### config.mk
export PLATFORM = sky130hd
export DESIGN_NAME = jt1943_prog_sdram
export DESIGN_NICKNAME = d
export VERILOG_FILES = /design/src/rtl/jt1943_prog_pkg.sv /design/src/rtl/jt1943_prog_fifo.sv /design/src/rtl/jt1943_prog_sdram.sv
export SDC_FILE = /design/constraint.sdc
export NUM_CORES = 1
export LEC_CHECK = 0
export CELL_PAD_IN_SITES_DETAIL_PLACEMENT = 0
export CELL_PAD_IN_SITES_GLOBAL_PLACEMENT = 1
export CORE_MARGIN = 2
export CORE_UTILIZATION = 48
export CTS_CLUSTER_DIAMETER = 30
export DETAILED_ROUTE_END_ITERATION = 10
export GPL_TIMING_DRIVEN = 0
export PLACE_DENSITY_LB_ADDON = 0.1
export SYNTH_ARGS = -nofsm -noshare
export SYNTH_HDL_FRONTEND = slang
export SYNTH_SLANG_ARGS = --single-unit
### constraint.sdc
create_clock -name clk_rom -period 3.3 [get_ports clk_rom]
set_input_delay 0.66 -clock clk_rom [delete_from_list [all_inputs] [get_ports clk_rom]]
set_output_delay 0.66 -clock clk_rom [all_outputs]
set_load 0.01 [all_outputs]
### src/rtl/jt1943_prog_pkg.sv
// Shared types for the ROM-download SDRAM write buffer: FSM states, FIFO
// payload layout and the "no byte enabled" mask value.
package jt1943_prog_pkg;

   typedef enum logic [1:0] {
      ST_IDLE = 2'd0,
      ST_REQ  = 2'd1,
      ST_WAIT = 2'd2
   } prog_state_e;

   localparam int PROG_DW   = 16;
   localparam int PROG_MW   = 2;
   localparam int PAYLOAD_W = PROG_DW + PROG_MW;

   localparam logic [PROG_MW-1:0] DQM_NONE = 2'b11;

   // A FIFO entry is {addr, payload}; the address width is set by the top.
   typedef struct packed {
      logic [PROG_DW-1:0] data16;
      logic [PROG_MW-1:0] dqm;
   } prog_payload_t;

   // Drops a new byte into the half of an existing entry that the new mask enables.
   function automatic prog_payload_t merge_byte(input prog_payload_t old,
                                                input logic [7:0]    b,
                                                input logic [1:0]    mask);
      prog_payload_t r;
      r = old;
      if (!mask[0]) r.data16[7:0]  = b;
      if (!mask[1]) r.data16[15:8] = b;
      r.dqm = old.dqm & mask;
      return r;
   endfunction

endpackage

### src/rtl/jt1943_prog_fifo.sv
// Small FIFO of pending SDRAM writes. The tail read/modify port only exists
// when JT1943_PROG_MERGE_EN is defined.
module jt1943_prog_fifo #(
   parameter int DEPTH = 4,
   parameter int EW    = 40
) (
   input  logic          clk_i,
   input  logic          rst_ni,
   input  logic          push_i,
   input  logic          pop_i,
   input  logic [EW-1:0] din_i,
   output logic          full_o,
   output logic          empty_o,
   output logic [EW-1:0] head_o
`ifdef JT1943_PROG_MERGE_EN
   ,
   output logic [EW-1:0] tail_o,
   output logic          single_o,
   input  logic          tail_wr_i,
   input  logic [EW-1:0] tail_din_i
`endif
);
   localparam int IW = $clog2(DEPTH);
   localparam logic [IW:0] ONE = 1;

   logic [IW:0]   wr_q, rd_q;
   logic [EW-1:0] mem_q [DEPTH];
   logic          do_push, do_pop;

   // The extra pointer MSB tells a full FIFO apart from an empty one.
   assign empty_o = (wr_q == rd_q);
   assign full_o  = (wr_q[IW] != rd_q[IW]) && (wr_q[IW-1:0] == rd_q[IW-1:0]);
   assign head_o  = mem_q[rd_q[IW-1:0]];
   assign do_pop  = pop_i && !empty_o;
   assign do_push = push_i && (!full_o || pop_i);

`ifdef JT1943_PROG_MERGE_EN
   logic [IW:0] tail_ptr;
   assign tail_ptr = wr_q - ONE;
   assign tail_o   = mem_q[tail_ptr[IW-1:0]];
   assign single_o = ((wr_q - rd_q) == ONE);

   always_ff @(posedge clk_i) begin
      if (do_push)        mem_q[wr_q[IW-1:0]]     <= din_i;
      else if (tail_wr_i) mem_q[tail_ptr[IW-1:0]] <= tail_din_i;
   end
`else
   always_ff @(posedge clk_i) begin
      if (do_push) mem_q[wr_q[IW-1:0]] <= din_i;
   end
`endif

   always_ff @(posedge clk_i or negedge rst_ni) begin
      if (!rst_ni) begin
         wr_q <= '0;
         rd_q <= '0;
      end else begin
         if (do_push) wr_q <= wr_q + ONE;
         if (do_pop)  rd_q <= rd_q + ONE;
      end
   end

endmodule

### src/rtl/jt1943_prog_sdram.sv
// Buffers the ROM-download byte stream and replays it as masked 16-bit SDRAM
// writes over req/ack/done. Define JT1943_PROG_MERGE_EN to pair bytes per word.
module jt1943_prog_sdram
   import jt1943_prog_pkg::*;
#(
   parameter int AW    = 22,
   parameter int DEPTH = 4
) (
   input  logic          clk_rom,
   input  logic          rst_n,
   input  logic          downloading,
   input  logic [AW-1:0] prog_addr,
   input  logic [7:0]    prog_data,
   input  logic [1:0]    prog_mask,
   input  logic          prog_we,
   output logic          sdram_req,
   output logic [AW-1:0] sdram_addr,
   output logic [15:0]   sdram_din,
   output logic [1:0]    sdram_dqm,
   input  logic          sdram_ack,
   input  logic          sdram_done,
   output logic          busy,
   output logic          overflow,
   output logic          prog_done
);
   localparam int EW = AW + PAYLOAD_W;

   prog_state_e   state_q, state_d;
   logic          req_q, req_d;
   logic [AW-1:0] addr_q, addr_d;
   logic [15:0]   din_q, din_d;
   logic [1:0]    dqm_q, dqm_d;
   logic          busy_q, ovf_q, ovf_d, done_q, dl_q;
   logic          fifo_full, fifo_empty;
   logic          wr_valid, push, pop, drop, merge;
   logic [EW-1:0] new_entry, head, head_eff;

   assign wr_valid  = prog_we && (prog_mask != DQM_NONE);
   assign new_entry = {prog_addr, prog_data, prog_data, prog_mask};

`ifdef JT1943_PROG_MERGE_EN
   logic [EW-1:0] tail, merged;
   logic          single, tail_free;
   logic [AW-1:0] tail_addr;
   prog_payload_t tail_pl;

   assign tail_addr = tail[EW-1 -: AW];
   assign tail_pl   = prog_payload_t'(tail[PAYLOAD_W-1:0]);
   // A lone entry may still be merged while IDLE: the load below forwards the result.
   assign tail_free = !fifo_empty && (!single || state_q == ST_IDLE);
   assign merge     = wr_valid && tail_free && (tail_addr == prog_addr) &&
                      ((tail_pl.dqm | prog_mask) == DQM_NONE);
   assign merged    = {tail_addr, merge_byte(tail_pl, prog_data, prog_mask)};
   assign head_eff  = (merge && single) ? merged : head;
`else
   assign merge    = 1'b0;
   assign head_eff = head;
`endif

   assign push = wr_valid && !merge;
   assign drop = push && fifo_full && !pop;

   jt1943_prog_fifo #(
      .DEPTH (DEPTH),
      .EW    (EW)
   ) u_fifo (
      .clk_i      (clk_rom),
      .rst_ni     (rst_n),
      .push_i     (push),
      .pop_i      (pop),
      .din_i      (new_entry),
      .full_o     (fifo_full),
      .empty_o    (fifo_empty),
      .head_o     (head)
`ifdef JT1943_PROG_MERGE_EN
      ,
      .tail_o     (tail),
      .single_o   (single),
      .tail_wr_i  (merge),
      .tail_din_i (merged)
`endif
   );

   always_comb begin
      state_d = state_q;
      req_d   = 1'b0;
      addr_d  = addr_q;
      din_d   = din_q;
      dqm_d   = dqm_q;
      pop     = 1'b0;
      case (state_q)
         ST_IDLE: begin
            if (!fifo_empty) begin
               {addr_d, din_d, dqm_d} = head_eff;
               state_d = ST_REQ;
            end
         end
         ST_REQ: begin
            req_d = 1'b1;
            if (sdram_ack) begin
               req_d = 1'b0;
               if (sdram_done) begin
                  pop     = 1'b1;
                  state_d = ST_IDLE;
               end else begin
                  state_d = ST_WAIT;
               end
            end
         end
         ST_WAIT: begin
            if (sdram_done) begin
               pop     = 1'b1;
               state_d = ST_IDLE;
            end
         end
         default: state_d = ST_IDLE;
      endcase
   end

   // A drop in the same cycle as a new download still marks the new session.
   assign ovf_d = ((downloading && !dl_q) ? 1'b0 : ovf_q) | drop;

   always_ff @(posedge clk_rom or negedge rst_n) begin
      if (!rst_n) begin
         state_q <= ST_IDLE;
         req_q   <= 1'b0;
         addr_q  <= '0;
         din_q   <= '0;
         dqm_q   <= DQM_NONE;
         busy_q  <= 1'b0;
         ovf_q   <= 1'b0;
         done_q  <= 1'b0;
         dl_q    <= 1'b0;
      end else begin
         state_q <= state_d;
         req_q   <= req_d;
         addr_q  <= addr_d;
         din_q   <= din_d;
         dqm_q   <= dqm_d;
         busy_q  <= !fifo_empty || (state_q != ST_IDLE);
         ovf_q   <= ovf_d;
         done_q  <= !downloading && fifo_empty && (state_q == ST_IDLE);
         dl_q    <= downloading;
      end
   end

   assign sdram_req  = req_q;
   assign sdram_addr = addr_q;
   assign sdram_din  = din_q;
   assign sdram_dqm  = dqm_q;
   assign busy       = busy_q;
   assign overflow   = ovf_q;
   assign prog_done  = done_q;

endmodule

Word level (Yosys, flattened, before mapping)
Memories as Yosys holds them, arrays and structs flattened. A register that Yosys moved wholly into a read port is not among the register bits.
Index checks and enable logic that the tools add are counted.
{"block": "word_totals", "output_inout_bits": 44, "word_cells": 56, "in_bits": 38, "memories": 1, "mem_bits_rw": 160, "regBits": 13}
{"memory": "u_fifo.mem_q", "depth": 4, "word_bits": 40, "read_ports": 1, "rd_ports_with_merged_regs": 1, "wr": 1, "line": "jt1943_prog_fifo.sv:27", "rtl": "logic [EW-1:0] mem_q [DEPTH];"}
{"block": "classes", "n_eq_ne": 9, "n_reduce_logical": 21, "n_addsub": 2, "muxes": 13, "bitwise": 2}
{"operator": "logical AND 1 bit", "n": 9}
{"operator": "2-to-1 mux 2 bit", "n": 4}
{"operator": "inequality test 2 bit, second input constant", "n": 4}
{"operator": "2-to-1 mux 1 bit", "n": 7}
{"operator": "adder 3 x 1 -> 3 bit, second input constant", "n": 2}
{"operator": "zero test 1 bit", "n": 6}
{"operator": "case mux 2 bit (3 select lines)", "n": 1}
{"operator": "== test 3 bit", "n": 1}
{"operator": "AND reduction 3 bit", "n": 1}
{"operator": "== test 2 x 1 -> 1 bit, second input constant", "n": 1}
{"operator": "== test 2 bit", "n": 1}
{"operator": "== test 2 bit, second input constant", "n": 1}
{"operator": "zero test 2 bit", "n": 1}
{"operator": "logical OR 1 bit", "n": 2}
{"operator": "case mux 1 bit (2 select lines)", "n": 1}
{"operator": "AND reduction 2 bit", "n": 1}
{"operator": "nonzero test 2 bit", "n": 1}
{"operator": "inequality test 1 bit", "n": 1}
{"operator": "NOT 1 bit", "n": 1}
{"operator": "OR 1 bit", "n": 1}

Depth between registers and ports, before layout
{"block": "logic_depth", "word_depth": 7, "mapped_depth": 6, "ltp_nobuf": 6}

By module
A second synthesis with hierarchy kept.
{"block": "hier_totals", "cells_unflattened": 371, "hier_area_um2": 8072.7}
{"mod": "jt1943_prog_fifo", "instances": 1, "seq_area_each_um2": 4954.8, "area_per_inst_um2": 6218.5, "cells_per_inst": 256}
{"mod": "jt1943_prog_sdram", "instances": 1, "seq_area_each_um2": 1178.6, "area_per_inst_um2": 1854.3, "cells_per_inst": 115}

Worst setup path after synthesis
No wires, ideal clock.
{"block": "synth_path", "path_type": "reg2reg", "start": "reg state_q[0]", "end": "mem u_fifo.mem_q[3][0], enable pin", "path_buffers": 0, "slack_ns": 0.517, "required_ns": 2.879, "path_stages_with_launch": 6, "arrival_ns": 2.362, "setup_ns": 0.421, "synth_period_minus_slack_ns": 2.783, "cell_sequence": "dfrtp_1 -> inv_1 -> ha_1 -> and2_1 -> a2111oi_4 -> nor2_1"}
{"block": "synth_via", "elab_chain_len": 6, "word_cells_on_any_way": 7, "cone_classes": "eq/ne (2); mux (3); reduce/logical (2)"}
{"item": "start, declared", "line": "jt1943_prog_sdram.sv:28", "rtl": "prog_state_e state_q, state_d;"}
{"item": "start signal, assigned", "line": "jt1943_prog_sdram.sv:135", "rtl": "state_q <= state_d;"}
{"item": "== test 2 bit / == test 2 x 1 -> 1 bit (equally long branches)", "line": "jt1943_prog_sdram.sv:91", "rtl": "case (state_q)"}
{"item": "case mux 1 bit (2 select lines) *", "line": "jt1943_prog_sdram.sv:91"}
{"item": "logical OR 1 bit *", "line": "jt1943_prog_fifo.sv:35", "rtl": "assign do_push = push_i && (!full_o || pop_i);"}
{"item": "logical AND 1 bit *", "line": "jt1943_prog_fifo.sv:35"}
{"item": "2-to-1 mux 1 bit *", "line": "jt1943_prog_fifo.sv:49", "rtl": "if (do_push) mem_q[wr_q[IW-1:0]] <= din_i;"}
{"item": "2-to-1 mux 1 bit (implied by the code) *", "line": "jt1943_prog_fifo.sv:49"}
{"item": "end, declared", "line": "jt1943_prog_fifo.sv:27"}
Mark *: on every way between the ends. The rest lies on a longest branch, timed or not.

Worst setup path in the final report
{"block": "layout_path", "start": "in sdram_ack", "end": "mem u_fifo.mem_q[1][20], enable pin"}
{"block": "layout_via", "elab_chain_len": 6}
{"item": "start, declared", "line": "jt1943_prog_sdram.sv:20", "rtl": "input logic sdram_ack,"}
{"item": "2-to-1 mux 1 bit", "line": "jt1943_prog_sdram.sv:100", "rtl": "if (sdram_ack) begin"}
{"item": "case mux 1 bit (2 select lines)", "line": "jt1943_prog_sdram.sv:91"}
{"item": "logical OR 1 bit", "line": "jt1943_prog_fifo.sv:35"}
{"item": "logical AND 1 bit", "line": "jt1943_prog_fifo.sv:35"}
{"item": "2-to-1 mux 1 bit", "line": "jt1943_prog_fifo.sv:49"}
{"item": "2-to-1 mux 1 bit (implied by the code)", "line": "jt1943_prog_fifo.sv:49"}
No other way between the ends.

==> reports/qor.txt <==
Crit Path Max Fanout: 18
Final Max Slew Viols: 0
Sequential area share after synthesis: 74.7%
FILL cells: 1,011
Hold-fix buffers, CTS: 0
Dominant cells by area after synthesis: edfxtp_1 58%, dfrtp_1 16%, mux4_2 11%
Post-DR vias/cell: 5.19
Netlist cell types: 36
Startpoint type of the worst setup path: input port
Min Tclk post-route: 2.48 ns
Synth area leader: edfxtp_1
Status: finished, final reports clean
CTS Buf Count: 17
R2R depth: 7
Area of the multi-input gates: 0.00152 sq mm
Yosys Warn Count: 0
Post-DRT Antenna Nets: 0
DRC viols: 0
Chip Width: 122 um
Post-CTS Setup Bufs: 0
Die height: 122 um
Rows: 43
PwrDens: 963 mW/mm^2
PnR worst setup slack: 0.816 ns
Die area: 0.0148 sq mm
IO Port Bufs: 81
TritonCTS Sinks: 173
Clock transition at the registers of the reported paths: 0.06 ns
Top cell type's share of synthesized area: 57.7%
Worst path slowest cell: a2111oi_4
N_diodes: 0
Netlist Area Pre-Place: 0.00666 sq mm
Total gr overflow: 0
Syn nets: 356
RSZ-0062 raised after global routing: no
Area Overhead vs Synth: 26.9%
CP Class: in2reg
Mean area per synthesized cell: 21.5 sq um
Hold crit path type: in2async
CP Capture Type: flip-flop
Gpl congestion: 0.716
Max-cap violations: 0
R2R Path End: u_fifo.mem_q[1][20]$_DFFE_PP_
Vias: 3,150
Least-Margin Pin Slew: 0.698 ns
Core Region: 0.0137 sq mm
PostCTS Resize Cnt: 0
Setup slack, reg-to-reg: 0.84 ns
Vias in the first global route: 3,418
# nets final: 461
Initial antenna violation count: 0
Pin count of the biggest net entering global routing: 34
Max incr delay on CP: 0.52 ns
Fin. Hold Viols: 0
Place WS: 0.374 ns
CTS Root Buffer Type: clkbuf_16
TritonRoute pass-1 iters: 4
Layout cells sized above 1: 29.5%
Final core area utilization: 61.6%
Required @ worst endpoint: 3.47 ns
I/O pin count: 82
Latest clock arrival within the worst-skew pair: 0.42 ns
Tcrit/Tclk final: 75.3%
All-layer global routing usage: 17.5%
Post-DP HPWL: 7530 um
CP cell instances: clkdlybuf4s50_1, a21o_1, a2111oi_4, nor2_2, and2_2, buf_16
Maximum clock rate: 403 MHz
Clock Skew: 0.00828 ns
Per-cell routed wire length: 19.4 um
Final setup fails: 0
FF-to-FF Start: state_q[1]$_DFFE_PN0P_
Routed WL: 11,800 um
Yosys reg bits: 173
Htree depth: 4
Drt initial violations: 130
Leak: 3.00 nW
Max IR drop VDD: 0.544 mV
CTS tree: done
Syn Inst Count: 309
Starting density of the core: 48.5%
WP data arrival: 2.65 ns
Sequential Area: 0.00497 sq mm
Relative slew slack: 53.4%
Worst-case clock buffer depth: 2
Global-route wire length before repair: 18,500 um
## metrics by stage
step	setup TNS, ns	hold slack [ns]	cells	cell area [sq um]	power [mW]
after floorplan	0	0.364	309	6660	5.03
after CTS	0	0.167	607	8450	8.26
after global routing	0	0.174	607	8450	8.57
final	0	0.164	607	8450	8.13
after global placement	-81.30	0.486	570	7690	6.04
after detailed placement	0	0.490	575	7830	6.18
## where the power goes
part / switching (mW) / total (mW) / leakage [nW] / internal, mW
Clock: 0.780 / 2.06 / 0.304 / 1.28
Combinational: 1.24 / 2.90 / 0.997 / 1.66
Sequential: 0.240 / 3.17 / 1.70 / 2.93
## cell usage after synthesis
cell type and instances:
nor3_1 1, a21oi_1 3, a211oi_1 1, nor2_1 2, nand2_1 2, a211o_1 1
a41o_1 1, and2_1 4, mux2_1 4, mux4_2 32, mux2_2 29, xor2_2 1
a21o_1 1, buf_6 7, nor2b_1 1, clkbuf_1 3, nor2_2 1, nand3_1 2
dfstp_2 2, nand3_2 1, nand2b_1 1, xnor2_2 1, nor3b_1 1, nand2_2 1
edfxtp_1 128, inv_1 5, dfrtp_1 43, a32o_1 1, ha_1 9, a2111oi_4 1
mux2_4 1, xor2_1 1, a31o_1 1, buf_4 9, xnor2_1 5, nand4_1 2
## area by class of cell
type	count	area share, %
Clock buffer	20	5.29
Clock inverter	12	2.01
Sequential cell	173	58.9
Timing Repair Buffer	86	11.1
Buffer	19	1.87
Multi-Input combinational cell	112	18.0
Inverter	5	0.222
Tap cell	180	2.67
## critical path: cells and delay by family
kind / cells / cell delay (ns)
AOI/OAI and AO/OA: 2 / 0.78
buffers and inverters: 2 / 0.66
and+or+nand+nor: 2 / 0.52
## state kept, by name (all words and copies together), names as in the netlist
register and flops:
sdram_dqm 2, u_fifo.wr_q 3, u_fifo.rd_q 3, u_fifo.mem_q 128, sdram_din 8, sdram_addr 22, sdram_req 1, prog_done 1
state_q 2, busy 1, overflow 1, dl_q 1
## cells in the final DEF, fill, tap and decap left out, types with 2 or more instances in the layout
cell type / n
clkinv_2: 5
buf_6: 7
clkdlybuf4s50_1: 80
ha_1: 9
clkbuf_16: 17
inv_1: 5
clkinv_4: 2
and2_2: 3
nand2_1: 2
nand3_1: 2
dfstp_2: 2
bufinv_16: 4
nand4_1: 2
clkbuf_1: 5
buf_16: 4
a21oi_1: 3
buf_4: 9
xnor2_1: 5
mux2_1: 4
dfrtp_1: 43
edfxtp_1: 128
mux4_2: 32
mux2_2: 29
## how the worst max path moves through the flow
| stage | start | slack (ns) | endpoint | depth (start not counted) |
|---|---|---|---|---|
| 6_report | sdram_ack | 0.82 | u_fifo.mem_q[1][20]$_DFFE_PP_ | 6 |
| 5_1_grt | state_q[0]$_DFFE_PN0P_ | 0.72 | u_fifo.mem_q[1][12]$_DFFE_PP_ | 7 |
| 4_1_cts | sdram_ack | 0.80 | u_fifo.mem_q[1][18]$_DFFE_PP_ | 6 |
| 3_5_place_dp | sdram_ack | 0.37 | u_fifo.mem_q[1][24]$_DFFE_PP_ | 6 |
| 3_3_place_gp | sdram_done | -1.23 | u_fifo.mem_q[3][21]$_DFFE_PP_ | 4 |
| 2_1_floorplan | state_q[0]$_DFFE_PN0P_ | 0.52 | u_fifo.mem_q[3][0]$_DFFE_PP_ | 5 |
## logic make-up after synthesis
kind of cell    share of synthesized area (%)
compound gates                           1.43
xor+xnor                                 1.28
fa+ha+maj                                1.69
buf+inv                                  2.65
flops                                    74.7
mux                                      16.6
simple gates                             1.65
## metal layers
metal / track usage, % / share of wire [%]
met1: 21.3 / 42
met2: 30.6 / 53
met3: 4.31 / 3.3
met4: 6.25 / 1.4
met5: 0 / 0
No activity file was read; power rests on OpenSTA's default activity.
